[src/rtl/mips_pkg.sv]
// Shared definitions for the MiniMIPS instruction-memory boot loader.
// Holds the loader state encoding, the default frame sync marker, the
// instruction width and small helper functions used by the loader and its
// word assembler.
package mips_pkg;

    localparam int         INSTR_W       = 32;
    localparam logic [7:0] SYNC_BYTE_DEF = 8'hA5;

    typedef enum logic [2:0] {
        SYNC   = 3'd0,
        LEN_HI = 3'd1,
        LEN_LO = 3'd2,
        DATA   = 3'd3,
        WRITE  = 3'd4,
        CSUM   = 3'd5,
        DONE   = 3'd6,
        ERROR  = 3'd7
    } load_state_e;

    // True for every state in which the loader accepts a host byte.
    function automatic logic state_takes_byte(input load_state_e st);
        logic ready;
        case (st)
            SYNC, LEN_HI, LEN_LO, DATA, CSUM: ready = 1'b1;
            WRITE, DONE, ERROR:               ready = 1'b0;
            default:                          ready = 1'b0;
        endcase
        return ready;
    endfunction

    // Running XOR used for the frame checksum.
    function automatic logic [7:0] xor_fold(input logic [7:0] acc, input logic [7:0] b);
        return acc ^ b;
    endfunction

endpackage

[src/rtl/word_assembler.sv]
// Byte-to-word assembler for the boot loader: a 24-bit shift register that,
// together with the incoming byte, forms a big-endian 32-bit word, plus a
// 2-bit byte counter that flags the fourth byte of every word.
// With IMEM_LOADER_CHECKSUM_EN defined it also keeps the XOR of all bytes.
module word_assembler
    import mips_pkg::*;
(
    input  logic               clk,
    input  logic               rst_n,
    input  logic               shift_en,
    input  logic [7:0]         byte_in,
    output logic [INSTR_W-1:0] word_next,
    output logic               word_full
`ifdef IMEM_LOADER_CHECKSUM_EN
    ,
    output logic [7:0]         csum
`endif
);

    logic [INSTR_W-9:0] shift_r;
    logic [1:0]         byte_cnt_r;

    // The word as it stands once the current byte is appended (first byte ends in [31:24]).
    assign word_next = {shift_r, byte_in};
    assign word_full = shift_en & (byte_cnt_r == 2'd3);

    // Shift accepted bytes in and count them; the counter wraps 3->0 on the fourth byte.
    always_ff @(posedge clk or negedge rst_n) begin
        if (!rst_n) begin
            shift_r    <= {(INSTR_W-8){1'b0}};
            byte_cnt_r <= 2'd0;
        end else if (shift_en) begin
            shift_r    <= word_next[INSTR_W-9:0];
            byte_cnt_r <= byte_cnt_r + 2'd1;
        end else begin
            shift_r    <= shift_r;
            byte_cnt_r <= byte_cnt_r;
        end
    end

`ifdef IMEM_LOADER_CHECKSUM_EN
    logic [7:0] csum_r;

    // Accumulate the XOR of every data byte of the frame.
    always_ff @(posedge clk or negedge rst_n) begin
        if (!rst_n) begin
            csum_r <= 8'h00;
        end else if (shift_en) begin
            csum_r <= xor_fold(csum_r, byte_in);
        end else begin
            csum_r <= csum_r;
        end
    end

    assign csum = csum_r;
`endif

endmodule

[src/rtl/imem_boot_loader.sv]
// Boot loader for the MiniMIPS core. Receives a framed byte stream
// (SYNC, LEN_HI, LEN_LO, 4*LEN big-endian data bytes), writes the assembled
// words to instruction memory from address 0 upwards, and holds the core in
// reset until the whole program is in place.
// Optional feature: define IMEM_LOADER_CHECKSUM_EN to require a trailing
// XOR checksum byte after the data; a mismatch ends in the error state.
// All outputs are registered and derived from the next state.
module imem_boot_loader
    import mips_pkg::*;
#(
    parameter int         ADDR_W    = 8,
    parameter int         MAX_WORDS = 256,
    parameter logic [7:0] SYNC_BYTE = SYNC_BYTE_DEF
) (
    input  logic               CLK,
    input  logic               RST,
    input  logic               byte_valid,
    input  logic [7:0]         byte_data,
    output logic               byte_ready,
    output logic               imem_we,
    output logic [ADDR_W-1:0]  imem_addr,
    output logic [INSTR_W-1:0] imem_wdata,
    output logic               core_hold,
    output logic               load_done,
    output logic               load_err,
    output logic [ADDR_W:0]    words_loaded
);

    localparam logic [15:0] MAX_LEN = 16'(MAX_WORDS);

`ifdef IMEM_LOADER_CHECKSUM_EN
    localparam load_state_e END_STATE = CSUM;
`else
    localparam load_state_e END_STATE = DONE;
`endif

    load_state_e        state_r;
    load_state_e        state_s;
    logic [15:0]        len_r;
    logic [15:0]        len_full_s;
    logic               accept_s;
    logic               shift_en_s;
    logic               word_full_s;
    logic [INSTR_W-1:0] word_next_s;
    logic [ADDR_W:0]    count_inc_s;

    logic               byte_ready_r;
    logic               imem_we_r;
    logic [ADDR_W-1:0]  imem_addr_r;
    logic [INSTR_W-1:0] imem_wdata_r;
    logic               core_hold_r;
    logic               load_done_r;
    logic               load_err_r;
    logic [ADDR_W:0]    words_loaded_r;

    assign accept_s    = byte_valid & byte_ready_r;
    assign shift_en_s  = accept_s & (state_r == DATA);
    assign len_full_s  = {len_r[15:8], byte_data};
    assign count_inc_s = words_loaded_r + {{ADDR_W{1'b0}}, 1'b1};

`ifdef IMEM_LOADER_CHECKSUM_EN
    logic [7:0] csum_s;

    word_assembler u_asm (
        .clk       (CLK),
        .rst_n     (RST),
        .shift_en  (shift_en_s),
        .byte_in   (byte_data),
        .word_next (word_next_s),
        .word_full (word_full_s),
        .csum      (csum_s)
    );
`else
    word_assembler u_asm (
        .clk       (CLK),
        .rst_n     (RST),
        .shift_en  (shift_en_s),
        .byte_in   (byte_data),
        .word_next (word_next_s),
        .word_full (word_full_s)
    );
`endif

    // Next-state logic of the frame parser.
    always_comb begin
        state_s = state_r;
        case (state_r)
            SYNC: begin
                if (accept_s && (byte_data == SYNC_BYTE)) begin
                    state_s = LEN_HI;
                end else begin
                    state_s = SYNC;
                end
            end
            LEN_HI: begin
                if (accept_s) begin
                    state_s = LEN_LO;
                end else begin
                    state_s = LEN_HI;
                end
            end
            LEN_LO: begin
                if (!accept_s) begin
                    state_s = LEN_LO;
                end else if (len_full_s == 16'd0) begin
                    state_s = END_STATE;
                end else if (len_full_s > MAX_LEN) begin
                    state_s = ERROR;
                end else begin
                    state_s = DATA;
                end
            end
            DATA: begin
                if (word_full_s) begin
                    state_s = WRITE;
                end else begin
                    state_s = DATA;
                end
            end
            WRITE: begin
                if (16'(count_inc_s) == len_r) begin
                    state_s = END_STATE;
                end else begin
                    state_s = DATA;
                end
            end
`ifdef IMEM_LOADER_CHECKSUM_EN
            CSUM: begin
                if (!accept_s) begin
                    state_s = CSUM;
                end else if (byte_data == csum_s) begin
                    state_s = DONE;
                end else begin
                    state_s = ERROR;
                end
            end
`else
            CSUM:    state_s = ERROR;
`endif
            DONE:    state_s = DONE;
            ERROR:   state_s = ERROR;
            default: state_s = ERROR;
        endcase
    end

    // State register and outputs registered from the upcoming state.
    always_ff @(posedge CLK or negedge RST) begin
        if (!RST) begin
            state_r      <= SYNC;
            byte_ready_r <= 1'b0;
            imem_we_r    <= 1'b0;
            core_hold_r  <= 1'b1;
            load_done_r  <= 1'b0;
            load_err_r   <= 1'b0;
        end else begin
            state_r      <= state_s;
            byte_ready_r <= state_takes_byte(state_s);
            imem_we_r    <= (state_s == WRITE);
            core_hold_r  <= (state_s != DONE);
            load_done_r  <= (state_s == DONE);
            load_err_r   <= (state_s == ERROR);
        end
    end

    // Latch the write address/data when a word completes; hold them otherwise.
    always_ff @(posedge CLK or negedge RST) begin
        if (!RST) begin
            imem_addr_r  <= {ADDR_W{1'b0}};
            imem_wdata_r <= {INSTR_W{1'b0}};
        end else if (word_full_s) begin
            imem_addr_r  <= words_loaded_r[ADDR_W-1:0];
            imem_wdata_r <= word_next_s;
        end else begin
            imem_addr_r  <= imem_addr_r;
            imem_wdata_r <= imem_wdata_r;
        end
    end

    // Word counter advances as each WRITE cycle completes.
    always_ff @(posedge CLK or negedge RST) begin
        if (!RST) begin
            words_loaded_r <= {(ADDR_W+1){1'b0}};
        end else if (state_r == WRITE) begin
            words_loaded_r <= count_inc_s;
        end else begin
            words_loaded_r <= words_loaded_r;
        end
    end

    // Capture the two program-length bytes of the header.
    always_ff @(posedge CLK or negedge RST) begin
        if (!RST) begin
            len_r <= 16'd0;
        end else if (accept_s && (state_r == LEN_HI)) begin
            len_r <= {byte_data, len_r[7:0]};
        end else if (accept_s && (state_r == LEN_LO)) begin
            len_r <= {len_r[15:8], byte_data};
        end else begin
            len_r <= len_r;
        end
    end

    assign byte_ready   = byte_ready_r;
    assign imem_we      = imem_we_r;
    assign imem_addr    = imem_addr_r;
    assign imem_wdata   = imem_wdata_r;
    assign core_hold    = core_hold_r;
    assign load_done    = load_done_r;
    assign load_err     = load_err_r;
    assign words_loaded = words_loaded_r;

endmodule

[config.mk]
export PLATFORM = sky130hd
export DESIGN_NAME = imem_boot_loader
export DESIGN_NICKNAME = d
export VERILOG_FILES = /design/src/rtl/mips_pkg.sv /design/src/rtl/word_assembler.sv /design/src/rtl/imem_boot_loader.sv
export SDC_FILE = /design/constraint.sdc
export NUM_CORES = 1
export LEC_CHECK = 0
export BUFFER_PORTS_ARGS = -buffer_cell sky130_fd_sc_hd__buf_4
export CAP_MARGIN = 40
export CORE_AREA = 2 2 105 97
export DETAILED_ROUTE_END_ITERATION = 6
export DIE_AREA = 0 0 107 99
export GPL_TIMING_DRIVEN = 0
export SYNTH_ARGS = -nofsm -noshare
export SYNTH_HDL_FRONTEND = slang
export SYNTH_SLANG_ARGS = --single-unit
[constraint.sdc]
create_clock -name CLK -period 4.3 [get_ports CLK]
set_clock_uncertainty 0.1 [all_clocks]
set_input_delay 0.43 -clock CLK [delete_from_list [all_inputs] [get_ports CLK]]
set_output_delay 0.43 -clock CLK [all_outputs]
set_load 0.01 [all_outputs]
# Yosys cells after proc, flatten, opt, wreduce, memory -nomap -nowiden
# Memories as Yosys holds them, arrays and structs flattened. A register that Yosys moved wholly into a read port is not among the register bits.
# Index checks and enable logic that the tools add are counted.
dict set report word_totals {
  romBits 8
  output_inout_bits 54
  mem_count 1
  word_cells 52
  regBits 98
  latch_bits 0
  ram_bits 0
  in_bits 11
}
# memory depth width rd rd_ports_with_merged_regs wr line
set mem_list {}
lappend mem_list {{(no name shown)} 8 1 1 1 0 mips_pkg.sv:24} ;# case (st)
dict set report classes {
  n_addsub 2
  n_mux 10
  reduce_logical 8
  n_eq_ne 14
  n_div 0
  n_mul 0
  magnitude_cmp 1
  n_shift 0
  n_bitwise 4
}
# cell count
set ops {}
lappend ops {{equality test 3 bit (second input constant)} 7}
lappend ops {{case mux 3 bit (7 select lines)} 1}
lappend ops {{equality test 9 x 16 -> 1 bit} 1}
lappend ops {{> comparator 16 x 9 -> 1 bit (second input constant)} 1}
lappend ops {{zero test 16 bit} 1}
lappend ops {{2-to-1 mux 16 bit} 1}
lappend ops {{2-to-1 mux 3 bit} 5}
lappend ops {{adder 9 x 1 -> 9 bit (second input constant)} 1}
lappend ops {{equality test 8 bit (second input constant)} 1}
lappend ops {{2-to-1 mux 8 bit} 1}
lappend ops {{equality test 3 x 2 -> 1 bit (second input constant)} 2}
lappend ops {{bitwise AND 1 bit} 3}
lappend ops {{equality test 3 x 1 -> 1 bit (second input constant)} 1}
lappend ops {{logical AND 1 bit} 3}
lappend ops {{zero test 3 bit} 1}
lappend ops {{inequality test 3 bit (second input constant)} 1}
lappend ops {{adder 2 x 1 -> 2 bit (second input constant)} 1}
lappend ops {{equality test 2 bit (second input constant)} 1}
lappend ops {{2-to-1 mux 2 bit} 1}
lappend ops {{AND reduction 2 bit} 1}
lappend ops {{OR reduction 2 bit} 1}
lappend ops {{zero test 1 bit} 1}
lappend ops {{2-to-1 mux 1 bit} 1}
lappend ops {{NOT 1 bit} 1}

# Depth between registers and ports, before layout
dict set report logic_depth {
  word_depth 6
  depth_mapped 8
}

# By module
# A second synthesis with hierarchy kept.
dict set report hier_totals {
  cells_unflattened 308
  area_unflattened_um2 4375.4
}
# mod area_per_inst_um2 n_inst cells_per_inst
set modules_own_cells {}
lappend modules_own_cells {imem_boot_loader 3236.9 1 243}
lappend modules_own_cells {word_assembler 1138.6 1 65}

# Least setup slack after synthesis
# OpenSTA, ideal clock, no wires.
dict set report synth_timing {
  path_kind {flip-flop to flip-flop}
  start {register words_loaded_r[1], in the netlist words_loaded[1]}
  end {register load_err_r, in the netlist load_err}
  path_buffers 1
  arrival_time_ps 2160
  setup_slack_ps 1919
  setup_ps 121
  t_required_ps 4079
  path_stages_with_launch 9
  path_cell_list {dfrtp_1 -> ha_1 -> clkbuf_1 -> inv_1 -> nor3_1 -> o221ai_1 -> a311o_1 -> nor4_4 -> and4b_1}
}
dict set report synth_via {
  elab_chain_cells 5
}
# element line
set synth_lines {}
lappend synth_lines {{start: declaration} imem_boot_loader.sv:54} ;# logic [ADDR_W:0] words_loaded_r;
lappend synth_lines {{start signal: assignment} imem_boot_loader.sv:182} ;# words_loaded_r <= {(ADDR_W+1){1'b0}};
lappend synth_lines {{start signal: assignment} imem_boot_loader.sv:184} ;# words_loaded_r <= count_inc_s;
lappend synth_lines {{start signal: assignment} imem_boot_loader.sv:186} ;# words_loaded_r <= words_loaded_r;
lappend synth_lines {{adder 9 x 1 -> 9 bit} imem_boot_loader.sv:59} ;# assign count_inc_s = words_loaded_r + {{ADDR_W{1'b0}}, 1'b1};
lappend synth_lines {{equality test 9 x 16 -> 1 bit} imem_boot_loader.sv:121} ;# if (16'(count_inc_s) == len_r) begin
lappend synth_lines {{2-to-1 mux 3 bit} imem_boot_loader.sv:121}
lappend synth_lines {{case mux 3 bit (7 select lines)} imem_boot_loader.sv:87} ;# case (state_r)
lappend synth_lines {{equality test 3 bit} imem_boot_loader.sv:161} ;# load_err_r <= (state_s == ERROR);
lappend synth_lines {{end signal: assignment} imem_boot_loader.sv:161}
lappend synth_lines {{end: declaration} imem_boot_loader.sv:53} ;# logic load_err_r;
# Every way passes these cells.
# A chain may end at the register's enable or synchronous reset.

# Final worst setup path
dict set report layout_timing {
  start {register state_r[2]}
  end {register imem_wdata_r[2], in the netlist imem_wdata[2]}
}
dict set report layout_via {
  elab_chain_cells 3
}
# element line
set layout_lines {}
lappend layout_lines {{start: declaration} imem_boot_loader.sv:37} ;# load_state_e state_r;
lappend layout_lines {{start signal: assignment} imem_boot_loader.sv:156} ;# state_r <= state_s;
lappend layout_lines {{equality test 3 x 2 -> 1 bit} imem_boot_loader.sv:57} ;# assign shift_en_s = accept_s & (state_r == DATA);
lappend layout_lines {{bitwise AND 1 bit} imem_boot_loader.sv:57}
lappend layout_lines {{bitwise AND 1 bit} word_assembler.sv:25} ;# assign word_full = shift_en & (byte_cnt_r == 2'd3);
lappend layout_lines {{end signal: assignment} imem_boot_loader.sv:169} ;# imem_wdata_r <= {INSTR_W{1'b0}};
lappend layout_lines {{end signal: assignment} imem_boot_loader.sv:172} ;# imem_wdata_r <= word_next_s;
lappend layout_lines {{end signal: assignment} imem_boot_loader.sv:175} ;# imem_wdata_r <= imem_wdata_r;
lappend layout_lines {{end: declaration} imem_boot_loader.sv:50} ;# logic [INSTR_W-1:0] imem_wdata_r;
# Every way passes these cells.

==> impl_metrics.tcl <==
set metrics [dict create \
    status "finished clean" \
    yosys-mux-area-fraction_pct 22.0 \
    num_vias 2653 \
    cts_buffers 9 \
    peakVddDrop_mv 0.316 \
    place_area_sq_um 4850 \
    clk_pin_slew_ns 0.10 \
    synth_seq_area_share_pct 59.2 \
    nFillCells 817 \
    place_inst 494 \
    grt_pass1_wl_mm 14.0 \
    tns_ns 0 \
    drc 0 \
    p_per_area_nw_per_um2 613 \
    yosys-top-cells-area "dfrtp_1, mux2_2, xnor2_1" \
    htreeDepth 3 \
    wl_per_cell_um 16.4 \
    worstSkewPairLatency_ns 0.36 \
    crit_path_start_kind "flop" \
    clk_path_buf_depth 2 \
    grt_max_degree 58 \
    ys_ff_latch 99 \
    root_buffer "clkbuf_8" \
    reg2reg_depth 6 \
    fmaxAchievable_mhz 365 \
    final_layout_size_suffix_gt1_share_pct 47.0 \
    crit_cells 6 \
    max_stage_delay_ns 0.55 \
    postCtsSetupBuffers 0 \
    slowest_stage "nor2_1" \
    critPathArrivalTime_ns 2.88 \
    synth_nets 316 \
    nNetsFinal 393 \
    synth_compound_area_share_pct 4.72 \
    placementRows 34 \
    min_path_cells 2 \
    synth_fa_ha_area_share_pct 0.598 \
    final_util_pct 53.5 \
    max_slew_margin_pct 58.2 \
    io_pins 65 \
    crit_family "simple AND/OR/NAND/NOR gates" \
    core-area_sq_um 9490 \
    synth-simple-area-share_pct 7.53 \
    synth_area_sq_um 4190 \
    synthTopCellsByCount "dfrtp_1, mux2_2, xnor2_1" \
    endpoint_kind "flop" \
    synth_largest_area_cell "dfrtp_1" \
    clock_sinks 99 \
    die_area_sq_um 10600 \
    synth-edff-count 0 \
    gp_congestion 0.804 \
    synth_top_family_by_area "multiplexers" \
    hp-class "in2reg" \
    initial_core_util_pct 44.1 \
    synthArstFlopShare_pct 100 \
    ys_types 45 \
    crit_top_cell "buf_2" \
    setup_violations 0 \
    ant_nets 0 \
    cts_tree "yes" \
    p_leak_nw 2.39 \
    fin_cells 511 \
    avgSynthCellArea_sq_um 13.8 \
    overflow 0 \
    crit_chain "and3b_1 > buf_2 > nand3_1 > nor2_1 > buf_2 > mux2_2" \
    syn-instance-count 303 \
    synth_flop_cell "dfrtp_1" \
    drt_iter0_markers 82 \
    yosysMostFrequentCell "dfrtp_1" \
    path_class "reg2reg" \
    rsz0062_at_grt "false" \
    die-width_um 107 \
    place_ws_ns 1.46 \
    area_growth_pct 21.1 \
    grt_pass1_vias 2678 \
    grtUsageTotal_pct 16.8 \
    slew_violations 0 \
    first_pass_iters 4 \
    crit_fanout 10 \
    fin_crit_ns 2.74 \
    timing.hold.ws_ns 0.250 \
    antennaDiodeCount 0 \
    ctsHoldBuffers 1 \
    path_buf_inv 2 \
    drv_cap 0 \
    synth_top_area_share_pct 58.6 \
    io_buffers 64 \
    critPathRequiredTime_ns 4.44 \
    multi_input_area_sq_um 1620 \
    antenna_found_initial 0 \
    fin_area_sq_um 5070 \
    worstMarginPinSlew_ns 0.627 \
    finalHoldViolations 0 \
    ys_warn_count 0 \
    via_per_inst 5.19 \
    drt_wl_total_mm 8.37 \
    finalCritPeriodShare_pct 63.7 \
    dpl.hpwl_mm 5.97 \
    p_total_mw 3.11 \
    synth_xor_xnor_area_share_pct 3.76 \
    cts_resized 0 \
    die_h_um 99 \
    seq_area_sq_um 2480 \
    layout_setup_ws_ns 1.56 \
]
[where the power goes]
part           internal (mW)  switching [mW]  leakage [nW]
registers               1.28           0.234          1.26
logic                  0.573           0.399          1.02
clock network          0.291           0.330         0.105
[kinds of logic after synthesis]
kind of cell,after synthesis
multiplexers,82
flip-flops,99
AO/OA/AOI/OAI,29
buffers and inverters,19
XOR/XNOR,18
AND/OR/NAND/NOR,54
adder cells (fa/ha/maj),2
[area by class of cell]
cell class	instances	area share, %
multi-input cells	185	31.9
inverters	5	0.370
clock inverters	6	1.41
repair buffers	66	10.2
clock buffers	10	2.71
well taps	126	3.11
flip-flops and latches	99	48.9
plain buffers	14	1.41
[state kept, by name (all words and copies together), names as in the netlist]
| register | cells |
|---|---|
| imem_wdata | 32 |
| u_asm.shift_r | 24 |
| len_r | 16 |
| words_loaded | 9 |
| imem_addr | 8 |
| state_r | 3 |
| u_asm.byte_cnt_r | 2 |
| byte_ready | 1 |
| core_hold | 1 |
| imem_we | 1 |
| load_done | 1 |
| load_err | 1 |
[layout by cell type, fill, tap and decap left out, drive strengths merged, types with 2 or more instances in the layout]
cell type	netlist	final
a21oi	5	5
a31oi	2	2
buf	9	74
clkbuf	5	15
clkinv	0	2
dfrtp	98	98
ha	2	2
inv	5	7
mux2	82	82
nand2	11	11
nand3	8	8
nand4	4	4
nor2	9	9
nor2b	3	3
nor4	6	6
o211ai	2	2
o21a	2	2
o21ai	9	9
o31ai	2	2
or2	2	2
xnor2	11	11
xor2	7	7
[final timing paths]
check                           slack, ns           startpoint             endpoint
max in group asynchronous            2.87                  RST            core_hold
min in group asynchronous            0.50                  RST       imem_wdata[16]
worst min register to register       0.40  u_asm.byte_cnt_r[0]  u_asm.byte_cnt_r[0]
worst min-delay path                 0.25         byte_data[4]        imem_wdata[4]
worst max register to register       1.56           state_r[2]        imem_wdata[2]
worst max-delay path                 1.56           state_r[2]        imem_wdata[2]
[worst register-to-register path, delay by kind of cell, from the launching register on]
family,cells,cell delay (ns)
buffers and inverters,2,0.54
DFF,1,0.47
muxes,1,0.38
and+or+nand+nor,3,1.13
[metal layers]
| metal | vias up | share of wire, % | track usage [%] |
|---|---|---|---|
| li1 | 1238 | - | - |
| met1 | 1358 | 50 | 24.3 |
| met2 | 52 | 46 | 26.0 |
| met3 | 5 | 3.8 | 3.24 |
| met4 | 0 | 0.68 | 4.50 |
| met5 | - | 0 | 0 |
Note: power is estimated with default switching activity, not from simulation.
